`src/rtl/mod_quarterer_pkg.sv`:
```
// Shared definitions for the modular quarterer datapath.
// Holds the default operand/modulus width used across the block.
package mod_quarterer_pkg;

    localparam int BITWIDTH_DEFAULT = 8;

endpackage

```
`src/rtl/mod_quarterer_if.sv`:
```
// Valid/ready handshake bundle for mod_quarterer: upstream operand/modulus
// plus downstream result, with master (driver) and slave (block) views.
interface mod_quarterer_if
    import mod_quarterer_pkg::*;
#(
    parameter int BITWIDTH = BITWIDTH_DEFAULT
);
    logic                iValid;
    logic                oReady;
    logic [BITWIDTH-1:0] iData;
    logic [BITWIDTH-1:0] iQ;
    logic                oValid;
    logic                iReady;
    logic [BITWIDTH-1:0] oData;

    modport master (
        output iValid, iData, iQ, iReady,
        input  oReady, oValid, oData
    );

    modport slave (
        input  iValid, iData, iQ, iReady,
        output oReady, oValid, oData
    );
endinterface

```
`src/rtl/mod_halver.sv`:
```
// Combinational modular divide-by-2: y = x * 2^-1 mod q for odd q.
// Odd x gets q added first so the sum is even; the carry bit keeps q near 2^BITWIDTH exact.
module mod_halver
    import mod_quarterer_pkg::*;
#(
    parameter int BITWIDTH = BITWIDTH_DEFAULT
) (
    input  logic [BITWIDTH-1:0] x,
    input  logic [BITWIDTH-1:0] q,
    output logic [BITWIDTH-1:0] y
);
    logic [BITWIDTH:0] sum;

    assign sum = x[0] ? ({1'b0, x} + {1'b0, q}) : {1'b0, x};
    assign y   = sum[BITWIDTH:1];
endmodule

```
`src/rtl/mod_quarterer.sv`:
```
// Modular quarterer: oData = iData * 4^-1 mod iQ, built from two pipelined
// halving stages with valid/ready flow control on both sides.
module mod_quarterer
    import mod_quarterer_pkg::*;
#(
    parameter int BITWIDTH = BITWIDTH_DEFAULT
) (
    input  logic            iClk,
    input  logic            iRst,
    mod_quarterer_if.slave  bus
);
    logic [BITWIDTH-1:0] h_p0;
    logic [BITWIDTH-1:0] h_p1;
    logic [BITWIDTH-1:0] d_p1;
    logic [BITWIDTH-1:0] q_p1;
    logic [BITWIDTH-1:0] d_p2;
    logic                vld_p1;
    logic                vld_p2;
    logic                adv1;
    logic                adv2;
    logic                acc;

    // Stage boundary p0 -> p1: first halving on the incoming operand.
    mod_halver #(.BITWIDTH(BITWIDTH)) u_half_p0 (
        .x (bus.iData),
        .q (bus.iQ),
        .y (h_p0)
    );

    // Stage boundary p1 -> p2: second halving with the modulus carried alongside.
    mod_halver #(.BITWIDTH(BITWIDTH)) u_half_p1 (
        .x (d_p1),
        .q (q_p1),
        .y (h_p1)
    );

    assign adv2       = !vld_p2 || bus.iReady;
    assign adv1       = !vld_p1 || adv2;
    assign acc        = bus.iValid && adv1;
    assign bus.oReady = adv1;
    assign bus.oValid = vld_p2;
    assign bus.oData  = d_p2;

    always_ff @(posedge iClk or posedge iRst) begin
        if (iRst) begin
            vld_p1 <= 1'b0;
            vld_p2 <= 1'b0;
            d_p1   <= '0;
            q_p1   <= '0;
            d_p2   <= '0;
        end else begin
            if (adv1) begin
                vld_p1 <= acc;
                if (acc) begin
                    d_p1 <= h_p0;
                    q_p1 <= bus.iQ;
                end
            end
            // A held result keeps d_p2 untouched; an empty stage 1 only drops the valid.
            if (adv2) begin
                vld_p2 <= vld_p1;
                if (vld_p1) begin
                    d_p2 <= h_p1;
                end
            end
        end
    end
endmodule

```
`src/flat_wrapper.sv`:
```
// flat-port wrapper written by rule: the top's interface ports become plain ports
module mod_quarterer_flat import mod_quarterer_pkg::*;
#(
    parameter int BITWIDTH = BITWIDTH_DEFAULT
)
  (iClk, iRst, bus_iValid, bus_iData, bus_iQ, bus_iReady, bus_oReady, bus_oValid, bus_oData);
  mod_quarterer_if #(.BITWIDTH(BITWIDTH)) bus_i ();
  input  logic iClk;
  input  logic iRst;
  input wire logic [$bits(bus_i.iValid)-1:0] bus_iValid;
  input wire logic [$bits(bus_i.iData)-1:0] bus_iData;
  input wire logic [$bits(bus_i.iQ)-1:0] bus_iQ;
  input wire logic [$bits(bus_i.iReady)-1:0] bus_iReady;
  output wire logic [$bits(bus_i.oReady)-1:0] bus_oReady;
  output wire logic [$bits(bus_i.oValid)-1:0] bus_oValid;
  output wire logic [$bits(bus_i.oData)-1:0] bus_oData;
  assign bus_i.iValid = bus_iValid;
  assign bus_i.iData = bus_iData;
  assign bus_i.iQ = bus_iQ;
  assign bus_i.iReady = bus_iReady;
  assign bus_oReady = bus_i.oReady;
  assign bus_oValid = bus_i.oValid;
  assign bus_oData = bus_i.oData;
  mod_quarterer #(.BITWIDTH(BITWIDTH)) u_core (.iClk(iClk), .iRst(iRst), .bus(bus_i));
endmodule
```
`config.mk`:
```
export PLATFORM = sky130hd
export DESIGN_NAME = mod_quarterer_flat
export DESIGN_NICKNAME = d
export VERILOG_FILES = /design/src/rtl/mod_quarterer_pkg.sv /design/src/rtl/mod_quarterer_if.sv /design/src/rtl/mod_halver.sv /design/src/rtl/mod_quarterer.sv /design/src/flat_wrapper.sv
export SDC_FILE = /design/constraint.sdc
export NUM_CORES = 1
export LEC_CHECK = 0
export BUFFER_PORTS_ARGS = -buffer_cell sky130_fd_sc_hd__buf_2
export CELL_PAD_IN_SITES_DETAIL_PLACEMENT = 1
export CELL_PAD_IN_SITES_GLOBAL_PLACEMENT = 2
export CORE_MARGIN = 5
export CORE_UTILIZATION = 36
export CTS_CLUSTER_DIAMETER = 30
export DETAILED_ROUTE_END_ITERATION = 8
export GPL_ROUTABILITY_DRIVEN = 0
export GPL_TIMING_DRIVEN = 0
export PLACE_DENSITY = 0.82
export SETUP_SLACK_MARGIN = 0.15
export SYNTH_ARGS = -nofsm -noshare
export SYNTH_HDL_FRONTEND = slang
export SYNTH_SLANG_ARGS = --single-unit
```
`constraint.sdc`:
```
create_clock -name iClk -period 3.55 [get_ports iClk]
set_input_delay 0.71 -clock iClk [delete_from_list [all_inputs] [get_ports iClk]]
set_output_delay 0.71 -clock iClk [all_outputs]
set_load 0.01 [all_outputs]
```
==> summary.txt, run 1 <==
Outcome
  • Outcome: completed

Route
  • DRT iter0 DRCs: 51
  • Detailed Route WL: 4.052 mm
  • Antenna viol nets, final: 0
  • DRC viols: 0
  • Vias: roughly 1500
  • Drt via density: roughly 5.2
  • Avg WL per Cell: 14.27 um
  • Number of detailed-routing iterations run before antenna repair: 4

Floorplanning
  • Starting Density: 37.07%
  • Die W: 79.51 um
  • I/O Pins: 30
  • Core area: between 0.004 and 0.005 mm2
  • Die height: 79.51 um
  • Core Rows: 25
  • Die area: between 0.006 and 0.007 mm2

Cells and area
  • Reg area: approximately 650 um2
  • Share of layout cells above drive strength 1: a little under a fifth
  • Fillers: 588
  • Fin nets: 268
  • Antenna Cells: 0
  • Multi-input logic area: 0.001025 mm2
  • P&R area growth vs syn: 14.60%

Logic synthesis
  • Post-synthesis simple-gate area fraction: 21.58%
  • Synth warnings: 0
  • Adder-cell share of the synthesized area: 12.37%
  • Mux contribution to synthesized area: 5.827%
  • Xor-xnor portion of the synthesized cell area: between 2 and 2.5%
  • Syn Area/Cell: 8.784 um2
  • Ys flop type: dfrtp_1
  • Cell count after synthesis: 198
  • Most common cell in the synthesized netlist: nand2_1
  • Top cell type's share of synthesized area: 37.41%
  • Post-synth EDFFs: 0
  • Post-synth top area cell: dfrtp_1
  • Commonest cells post-synth: 42 x nand2_1, 26 x dfrtp_1, 17 x a21oi_1, 14 x ha_1, 9 x mux2i_1
  • Register area share after synthesis: about 37%
  • Synth Area in Compound Gates: between 15 and 20%
  • Seq cells post-synth: 26
  • Post-synthesis cell type count: 40
  • Async SR Flop Fraction: 100.0%
  • Synth Net Count: around 230
  • Post-Syn Area: 0.001739 mm2
  • Synth top area cells: dfrtp_1 37%, ha_1 10%, nand2_1 9.1%
  • Combinational family with the most area after synthesis: simple AND/OR/NAND/NOR gates

Worst setup path
  • CP peak stage delay: 0.33 ns
  • Crit. End Element: flip-flop
  • CP max-delay cell: ha_1
  • Worst R2R End: u_core.bus.oData[7]
  • CP bufs+invs: 1
  • Reg-to-reg slack, setup: 1.62 ns
  • Worst EP arrival: 2.12 ns
  • Startpoint types: primary input
  • Worst-path maximum fanout: 4
  • Worst-path cell chain: buf_2 -> ha_1 -> nor2b_1 -> o31a_1 -> o22ai_1 -> mux2i_1 -> nand2_1
  • R2R Path Start: u_core.d_p1[0]
  • Required @ worst endpoint: 3.71 ns
  • R2R cell count: 8
  • Last element of the critical path: u_core.d_p1[5]
  • Crit path depth: 7
  • Crit path max-delay family: compound AO/OA/AOI/OAI gates
  • Setup CP Type: in -> reg
  • Crit path launch: bus_iQ[2]

STA
  • Final min period: 1.956 ns
  • Max Slew Vio Count: 0
  • Tcrit/Tclk final: 55.11%
  • Max Freq: around 510 MHz
  • Hold Vio Cnt, Final: 0
  • Unrepaired setup endpoints after global routing: no
  • Worst relative slew slack: 36.77%
  • Setup TNS: 0 ns
  • Fin Clk Skew: 0.003876 ns
  • Worst slew pin tran: 0.9474 ns
  • Final setup viols: 0

GRT
  • Vias in the first global route: 1498
  • Largest net degree at the start of global routing: 27
  • Initial antenna violation count: 0
  • Overflow after GRT: 0
  • Total GRT Usage: 13.70%
  • First-pass GRT wire length: around 6.9 mm

Clock network
  • Worst-path clk slew: 0.09 ns
  • TritonCTS clock tree: done
  • CTS buffer count: 3
  • CTS Hold Buffers Added: 0
  • Clk buf depth: 2
  • Cts repair resizes: 0
  • Num Clock Sinks: 26
  • Post-CTS setup buffers: 0
  • Clk Latency, worst-skew pair: 0.27 ns
  • H-tree depth: 1
  • CTS root buf: clkbuf_8

Pwr
  • Leakage: around 1.0 nW
  • Max VDD drop: 0.1329 mV
  • Power Dens Cells: 482.3 mW/mm2
  • Tot Pwr: 0.9613 mW

Min path
  • Hold WC Path Type: reg -> reg

Placed design
  • Hpwl dp: 3.354 mm
  • PortBufs: 29

Run
  • MaxCap Viol Count: 0
## power breakdown
group          switching, mW  internal [mW]
Clock                 0.0904         0.0761
Sequential            0.0402          0.363
Combinational          0.220          0.172
Total                  0.351          0.611
## layout by cell type (no fill, tap or decap), types with 3 or more instances in the layout
cell and instances:
xor2_1 3, ha_1 14, nor3b_1 5, mux2i_1 9, nand2_1 42, nand4_1 3, nand3b_1 3, o21ai_0 4
nor2_1 7, nor3_1 5, o21ai_1 6, o21a_1 4, inv_1 6, dfrtp_1 26, nand2b_1 3, a21oi_1 17
a21o_1 3, clkbuf_8 3, buf_2 35, nor2b_1 3
## per-stage QoR
stage / util [%] / instance area (um2) / setup WS [ns] / cells / hold WS, ns
final: 42.48 / 1993 / 1.594 / 284 / 0.4816
after global routing: 42.48 / 1993 / 1.459 / 284 / 0.5223
after CTS: 42.48 / 1993 / 1.589 / 284 / 0.4901
after detailed placement: 41.60 / 1952 / 1.297 / 281 / 0.4706
after global placement: 41.60 / 1952 / 1.296 / 281 / 0.4627
after floorplan: - / 1739 / 1.547 / 198 / 0.4523
## worst register-to-register path, cell delays in order, from the launching register on
cell	delay (ns)
dfrtp_1	0.32
buf_2	0.19
nand2_1	0.10
fa_1	0.38
nor2b_1	0.20
o31a_1	0.19
o22ai_1	0.13
nand3b_1	0.18
a31oi_1	0.17
## metal layers
metal,vias up,track usage (%),share of wire [%],wire [um]
met2,24,22.70,46,1874
met5,-,0,0,0
met4,0,3.608,0.99,40
met3,2,1.354,2.8,113
li1,763,-,-,-
met1,698,18.96,50,2023
## logic make-up after synthesis
kind of cell	Yosys count
flip-flops	26
XOR/XNOR	4
AND/OR/NAND/NOR	79
buffers and inverters	15
multiplexers	10
AO/OA/AOI/OAI	48
adder cells (fa/ha/maj)	16
## registers in the layout, indices dropped and copies added, names as in the netlist
name and cells:
u_core.q_p1 8, u_core.d_p1 8, u_core.vld_p1 1, u_core.bus.oData 8, u_core.bus.oValid 1
## worst min-delay path by stage
stage	to	startpoint	depth (start not counted)	slack, ns
2_1_floorplan	u_core.q_p1[2]	u_core.q_p1[2]	2	0.45
3_3_place_gp	u_core.bus.oData[1]	u_core.bus.oData[1]	2	0.46
3_5_place_dp	u_core.bus.oData[1]	u_core.bus.oData[1]	2	0.47
4_1_cts	u_core.bus.oData[1]	u_core.bus.oData[1]	2	0.49
5_1_grt	u_core.bus.oData[4]	u_core.bus.oData[4]	1	0.52
6_report	u_core.bus.oData[1]	u_core.bus.oData[1]	2	0.48
## layout make-up
class                   instances  share of cell area, %
plain buffers                   8                  1.883
inverters                       7                  1.318
repair buffers                 29                  7.282
flip-flops and latches         26                  32.64
multi-input cells             157                  51.41
clock buffers                   3                  2.072
well taps                      54                  3.390
Power figures use the tool's default switching activity.
==> inputs of run 2 (changes only) <==
- CORE_UTILIZATION: 36 -> 33
- PLACE_DENSITY: 0.82 -> 0.76
- clock period: 3.55 -> 1.95 ns (I/O delays scaled with it)
==> run 2 against run 1 <==
Against the previous run:
- sequential share of layout area fell by 1.1 points
- critical path depth grew 1
- register-to-register slack worse by 1.4 ns
- via count rose by 2.0%
- largest cell class unchanged
- final cell count increased by 6.3%
- non-clock buffer count is 2 higher
- worst setup slack got worse by 1.4 ns
- clock power is 81% higher
- clock skew down 0.0019 ns
- flip-flop and latch count is the same
- worst hold slack worse by 0.15 ns
- largest power group is now combinational cells
- utilization shrank 2.1 points
==> summary.txt, run 2 (synthesis gave the netlist of run 1 again) <==
Outcome
  • Outcome: completed

Route
  • Detailed Route WL: 4.328 mm
  • Antenna viol nets, final: 0
  • Vias: approximately 1500
  • DRC viols: 0
  • Drt via density: 5.020
  • Avg WL per Cell: 14.33 um
  • DRT iter0 DRCs: 19
  • Number of detailed-routing iterations run before antenna repair: 4

Pwr
  • Pint: 1.146 mW
  • Flop pwr share: 41.1%
  • Power Dens Cells: ~870 mW/mm2
  • Share of total power in the clock network: 16.7%
  • Switch share: 36.29%
  • P_sw: approximately 0.65 mW
  • Combinational power share: 42.2%
  • Leakage: about 1 nW
  • Max VDD drop: 0.2702 mV
  • Tot Pwr: 1.798 mW

Worst setup path
  • R2R Path Start: u_core.d_p1[0]
  • Reg-to-reg slack, setup: 0.23 ns
  • Required @ worst endpoint: 2.14 ns
  • CP max-delay cell: fa_2
  • Worst-path maximum fanout: 8
  • Worst-path cell chain: buf_6 -> nand2_1 -> fa_2 -> nor2b_4 -> o31a_1 -> o22ai_2 -> nand3b_1 -> a31oi_1
  • CP bufs+invs: 1
  • Crit. End Element: flip-flop
  • Worst R2R End: u_core.bus.oData[7]
  • CP peak stage delay: 0.37 ns
  • Crit path max-delay family: compound AO/OA/AOI/OAI gates
  • Setup CP Type: reg -> reg
  • Worst EP arrival: 1.92 ns
  • Startpoint types: flip-flop
  • R2R cell count: 8

Clock network
  • CTS Hold Buffers Added: 0
  • Worst-path clk slew: 0.09 ns
  • CTS root buf: clkbuf_8
  • Clk buf depth: 2
  • Clk Latency, worst-skew pair: 0.26 ns
  • CTS buffer count: 3
  • Num Clock Sinks: 26
  • H-tree depth: 1
  • TritonCTS clock tree: done

STA
  • Final WS setup: 0.2256 ns
  • Hold Vio Cnt, Final: 0
  • Worst relative slew slack: between 30 and 40%
  • Unrepaired setup endpoints after global routing: no
  • Final min period: around 1.7 ns
  • Final setup viols: 0
  • Max Freq: 579.9 MHz
  • Fin Clk Skew: 0.001985 ns
  • Tcrit/Tclk final: 88.43%
  • Setup TNS: 0 ns
  • Worst slew pin tran: 0.9916 ns
  • Max Slew Vio Count: 0

Floorplanning
  • Die area: 0.006822 mm2
  • Starting Density: about 34%
  • Core area: 0.005107 mm2
  • I/O Pins: 30
  • Die height: 82.60 um
  • Die W: 82.60 um
  • Core Rows: 26

Cells and area
  • Layout Cells excl Fill: just over 300
  • Fin nets: 270
  • Antenna Cells: 0
  • P&R area growth vs syn: 18.63%
  • Most common cell after layout, fill and taps aside: nand2_1
  • Fillers: between 600 and 700
  • Share of layout cells above drive strength 1: 20.69%
  • Most frequent cells in the layout: 42 x nand2_1, 34 x buf_2, 26 x dfrtp_1

Min path
  • Hold WC Path Type: in -> reg
  • Hold path depth: 2
  • Hold Path Sink: u_core.vld_p1
  • Hold path start: bus_iValid

Run
  • MaxCap Viol Count: 0

Placed design
  • Inst Count DP: 297
  • Setup WS pre-CTS: -0.01052 ns
  • Hpwl dp: 3.510 mm
  • PortBufs: 29

GRT
  • Largest net degree at the start of global routing: 27
  • Initial antenna violation count: 0
  • First-pass GRT wire length: 7.100 mm
  • Overflow after GRT: 0
  • Vias in the first global route: 1541
  • Total GRT Usage: 13.35%
-- run 2: how the worst max path moves through the flow --
stage / slack, ns / startpoint / cells after the start / endpoint
3_5_place_dp: -0.01 / bus_iQ[2] / 7 / u_core.d_p1[5]
5_1_grt: 0.14 / u_core.d_p1[0] / 8 / u_core.bus.oData[7]
4_1_cts: 0.15 / u_core.q_p1[2] / 6 / u_core.bus.oData[5]
2_1_floorplan: 0.27 / bus_iQ[4] / 6 / u_core.d_p1[6]
3_3_place_gp: 0.005 / bus_iQ[4] / 7 / u_core.d_p1[6]
6_report: 0.23 / u_core.d_p1[0] / 8 / u_core.bus.oData[7]
-- run 2: repair_timing --
| action | in CTS | in global routing |
|---|---|---|
| endpoints found under the setup margin | 3 | 3 |
| buffers inserted | 2 | 0 |
| pin swaps | 1 | 2 |
| resized for setup | 4 | 3 |
-- run 2: worst reg2reg max path: stages, from the launching register on --
cell      delay (ns)
dfrtp_1         0.35
buf_6           0.13
nand2_1         0.07
fa_2            0.37
nor2b_4         0.14
o31a_1          0.18
o22ai_2         0.09
nand3b_1        0.16
a31oi_1         0.15
-- run 2: final cells by class --
cell class | instances | area, um2 | share of cell area (%)
multi-input combinational | 157 | 1054 | 51.06
sequential | 26 | 650.6 | 31.53
timing repair buffer | 31 | 160.2 | 7.762
tap | 70 | 87.58 | 4.245
buffer | 8 | 43.79 | 2.122
clock buffer | 3 | 41.29 | 2.001
inverter | 7 | 26.28 | 1.273
-- run 2: metal layers --
layer | track usage (%) | wire, um | vias up
li1 | - | - | 768
met2 | 22.84 | 2150 | 20
met3 | 0.8677 | 87 | 4
met1 | 17.82 | 2054 | 724
met5 | 0 | 0 | -
met4 | 4.412 | 36 | 0
-- run 2: power groups by stage --
| stage | clock network [mW] | registers, mW | logic (mW) |
|---|---|---|---|
| finish | 0.300 | 0.740 | 0.759 |
| global route | 0.334 | 0.758 | 0.856 |
| CTS | 0.318 | 0.738 | 0.752 |
| detailed placement | 0 | 0.750 | 0.723 |
| global placement | 0 | 0.745 | 0.708 |
| floorplan | 0 | 0.765 | 0.475 |
-- run 2: metrics by stage --
step / area [um2] / hold WS, ns / utilization (%)
finish: 2063 / 0.3327 / 40.40
global route: 2063 / 0.3319 / 40.40
CTS: 2042 / 0.3254 / 39.98
detailed placement: 1972 / 0.4705 / 38.61
global placement: 1972 / 0.4622 / 38.61
floorplan: 1739 / 0.4300 / -
==> inputs of run 3 (changes only) <==
- clock period: 1.95 -> 1.85 ns (I/O delays scaled with it)
==> run 3 against run 2 <==
Against the previous run:
- flip-flop and latch count unchanged
- combinational power up 9.5%
- critical path depth unchanged
- critical path type unchanged
==> summary.txt, run 3 (synthesis gave the netlist of run 1 again) <==
STA
  • Tcrit/Tclk final: 92.93%
  • Final min period: 1.719 ns
  • Unrepaired setup endpoints after global routing: yes
  • Fin Clk Skew: 0.001483 ns
  • Setup TNS: 0 ns
  • Worst slew pin tran: between 0.9 and 1 ns
  • Final hold slack: 0.3131 ns
  • Hold Vio Cnt, Final: 0
  • Worst relative slew slack: 34.14%
  • Max Freq: between 500 and 600 MHz
  • Max Slew Vio Count: 0
  • Final setup viols: 0

Placed design
  • Hpwl dp: 3.510 mm
  • PortBufs: 29

Cells and area
  • Antenna Cells: 0
  • Share of layout cells above drive strength 1: 23.61%
  • Most frequent cells in the layout: 41 x nand2_1, 34 x buf_2, 26 x dfrtp_1
  • Most common cell after layout, fill and taps aside: nand2_1
  • P&R area growth vs syn: 21.15%
  • Fin nets: 271

Min path
  • Hold WC Path Type: in -> reg

Route
  • DRT iter0 DRCs: 20
  • Drt via density: 5.043
  • Detailed Route WL: about 4.4 mm
  • Number of detailed-routing iterations run before antenna repair: 4
  • Avg WL per Cell: 14.41 um
  • DRC viols: 0
  • Antenna viol nets, final: 0
  • Vias: 1528

Clock network
  • Clk buf depth: 2
  • Clk Latency, worst-skew pair: 0.26 ns
  • CTS Hold Buffers Added: 0
  • H-tree depth: 1
  • TritonCTS clock tree: done
  • Worst-path clk slew: 0.09 ns
  • CTS buffer count: 3
  • CTS root buf: clkbuf_8
  • Num Clock Sinks: 26

Worst setup path
  • CP max-delay cell: fa_2
  • Crit. End Element: flip-flop
  • Worst EP arrival: 1.91 ns
  • Worst-path maximum fanout: 3
  • Setup CP Type: reg -> reg
  • Required @ worst endpoint: around 2.0 ns
  • Startpoint types: flip-flop
  • Worst-path cell chain: buf_6 -> nand2_4 -> fa_2 -> nor2b_4 -> o31a_1 -> o22ai_2 -> nand3b_1 -> a31oi_1
  • CP peak stage delay: around 0.39 ns

Outcome
  • Outcome: completed

GRT
  • Overflow after GRT: 0
  • Largest net degree at the start of global routing: 27
  • First-pass GRT wire length: between 7 and 8 mm
  • Vias in the first global route: 1566
  • Initial antenna violation count: 0
  • Total GRT Usage: roughly 14%

Floorplanning
  • Die area: ~0.0068 mm2
  • Die W: just over 80 um
  • Die height: 82.60 um
  • I/O Pins: 30
  • Core Rows: 26
  • Core area: slightly above 0.005 mm2
  • Starting Density: 34.05%

Run
  • MaxCap Viol Count: 0

Pwr
  • Leakage: 1.041 nW
  • Max VDD drop: 0.2994 mV
  • Power Dens Cells: between 900 and 1000 mW/mm2
-- run 3: routing by layer --
layer	GRT usage, %	share of wire (%)	vias up
met5	0	0	-
li1	-	-	774
met2	23.08	49	18
met3	0.8677	1.9	4
met4	4.412	0.82	0
met1	18.09	48	732
-- run 3: timing repair --
action	4_1_cts	5_1_grt
endpoints found under the setup margin	3	5
pin swaps	3	5
resized for setup	6	8
buffers inserted	3	0
-- run 3: where the power goes --
group / switching, mW / internal (mW) / total (mW)
Combinational: 0.444 / 0.387 / 0.831
Clock: 0.169 / 0.146 / 0.315
Sequential: 0.0892 / 0.696 / 0.785
-- run 3: layout make-up --
class / count / area (um2)
timing repair buffer: 32 / 167.7
inverter: 7 / 26.28
sequential: 26 / 650.6
multi-input combinational: 157 / 1090
fill: 620 / 3000
tap: 70 / 87.58
clock buffer: 3 / 41.29
buffer: 8 / 43.79
-- run 3: stage by stage --
stage | total power, mW | instance area (um2) | utilization, % | setup WS, ns | cells
final | 1.931 | 2107 | 41.25 | 0.1308 | 303
after global routing | 2.090 | 2107 | 41.25 | 0.06533 | 303
after CTS | 1.925 | 2066 | 40.45 | 0.1427 | 303
after detailed placement | 1.553 | 1972 | 38.61 | -0.09052 | 297
after global placement | 1.531 | 1972 | 38.61 | -0.07475 | 297
after floorplan | 1.307 | 1739 | - | 0.1717 | 198
-- run 3: critical path, delay by kind of cell (launching register included) --
family	cells	cell delay, ns
DFF	1	0.36
buffers and inverters	1	0.11
adders and majority gates	1	0.39
and+or+nand+nor	3	0.35
AOI/OAI and AO/OA	3	0.45
-- run 3: final timing paths --
path	startpoint	end	slack (ns)	depth (start not counted)
setup / recovery	u_core.d_p1[0]	u_core.bus.oData[7]	0.13	8
hold / removal	bus_iValid	u_core.vld_p1	0.31	2
setup reg to reg	u_core.d_p1[0]	u_core.bus.oData[7]	0.13	8
hold reg to reg	u_core.bus.oData[3]	u_core.bus.oData[3]	0.48	2
max in group asynchronous	iRst	u_core.vld_p1	0.93	2
min in group asynchronous	iRst	u_core.bus.oData[7]	0.32	2
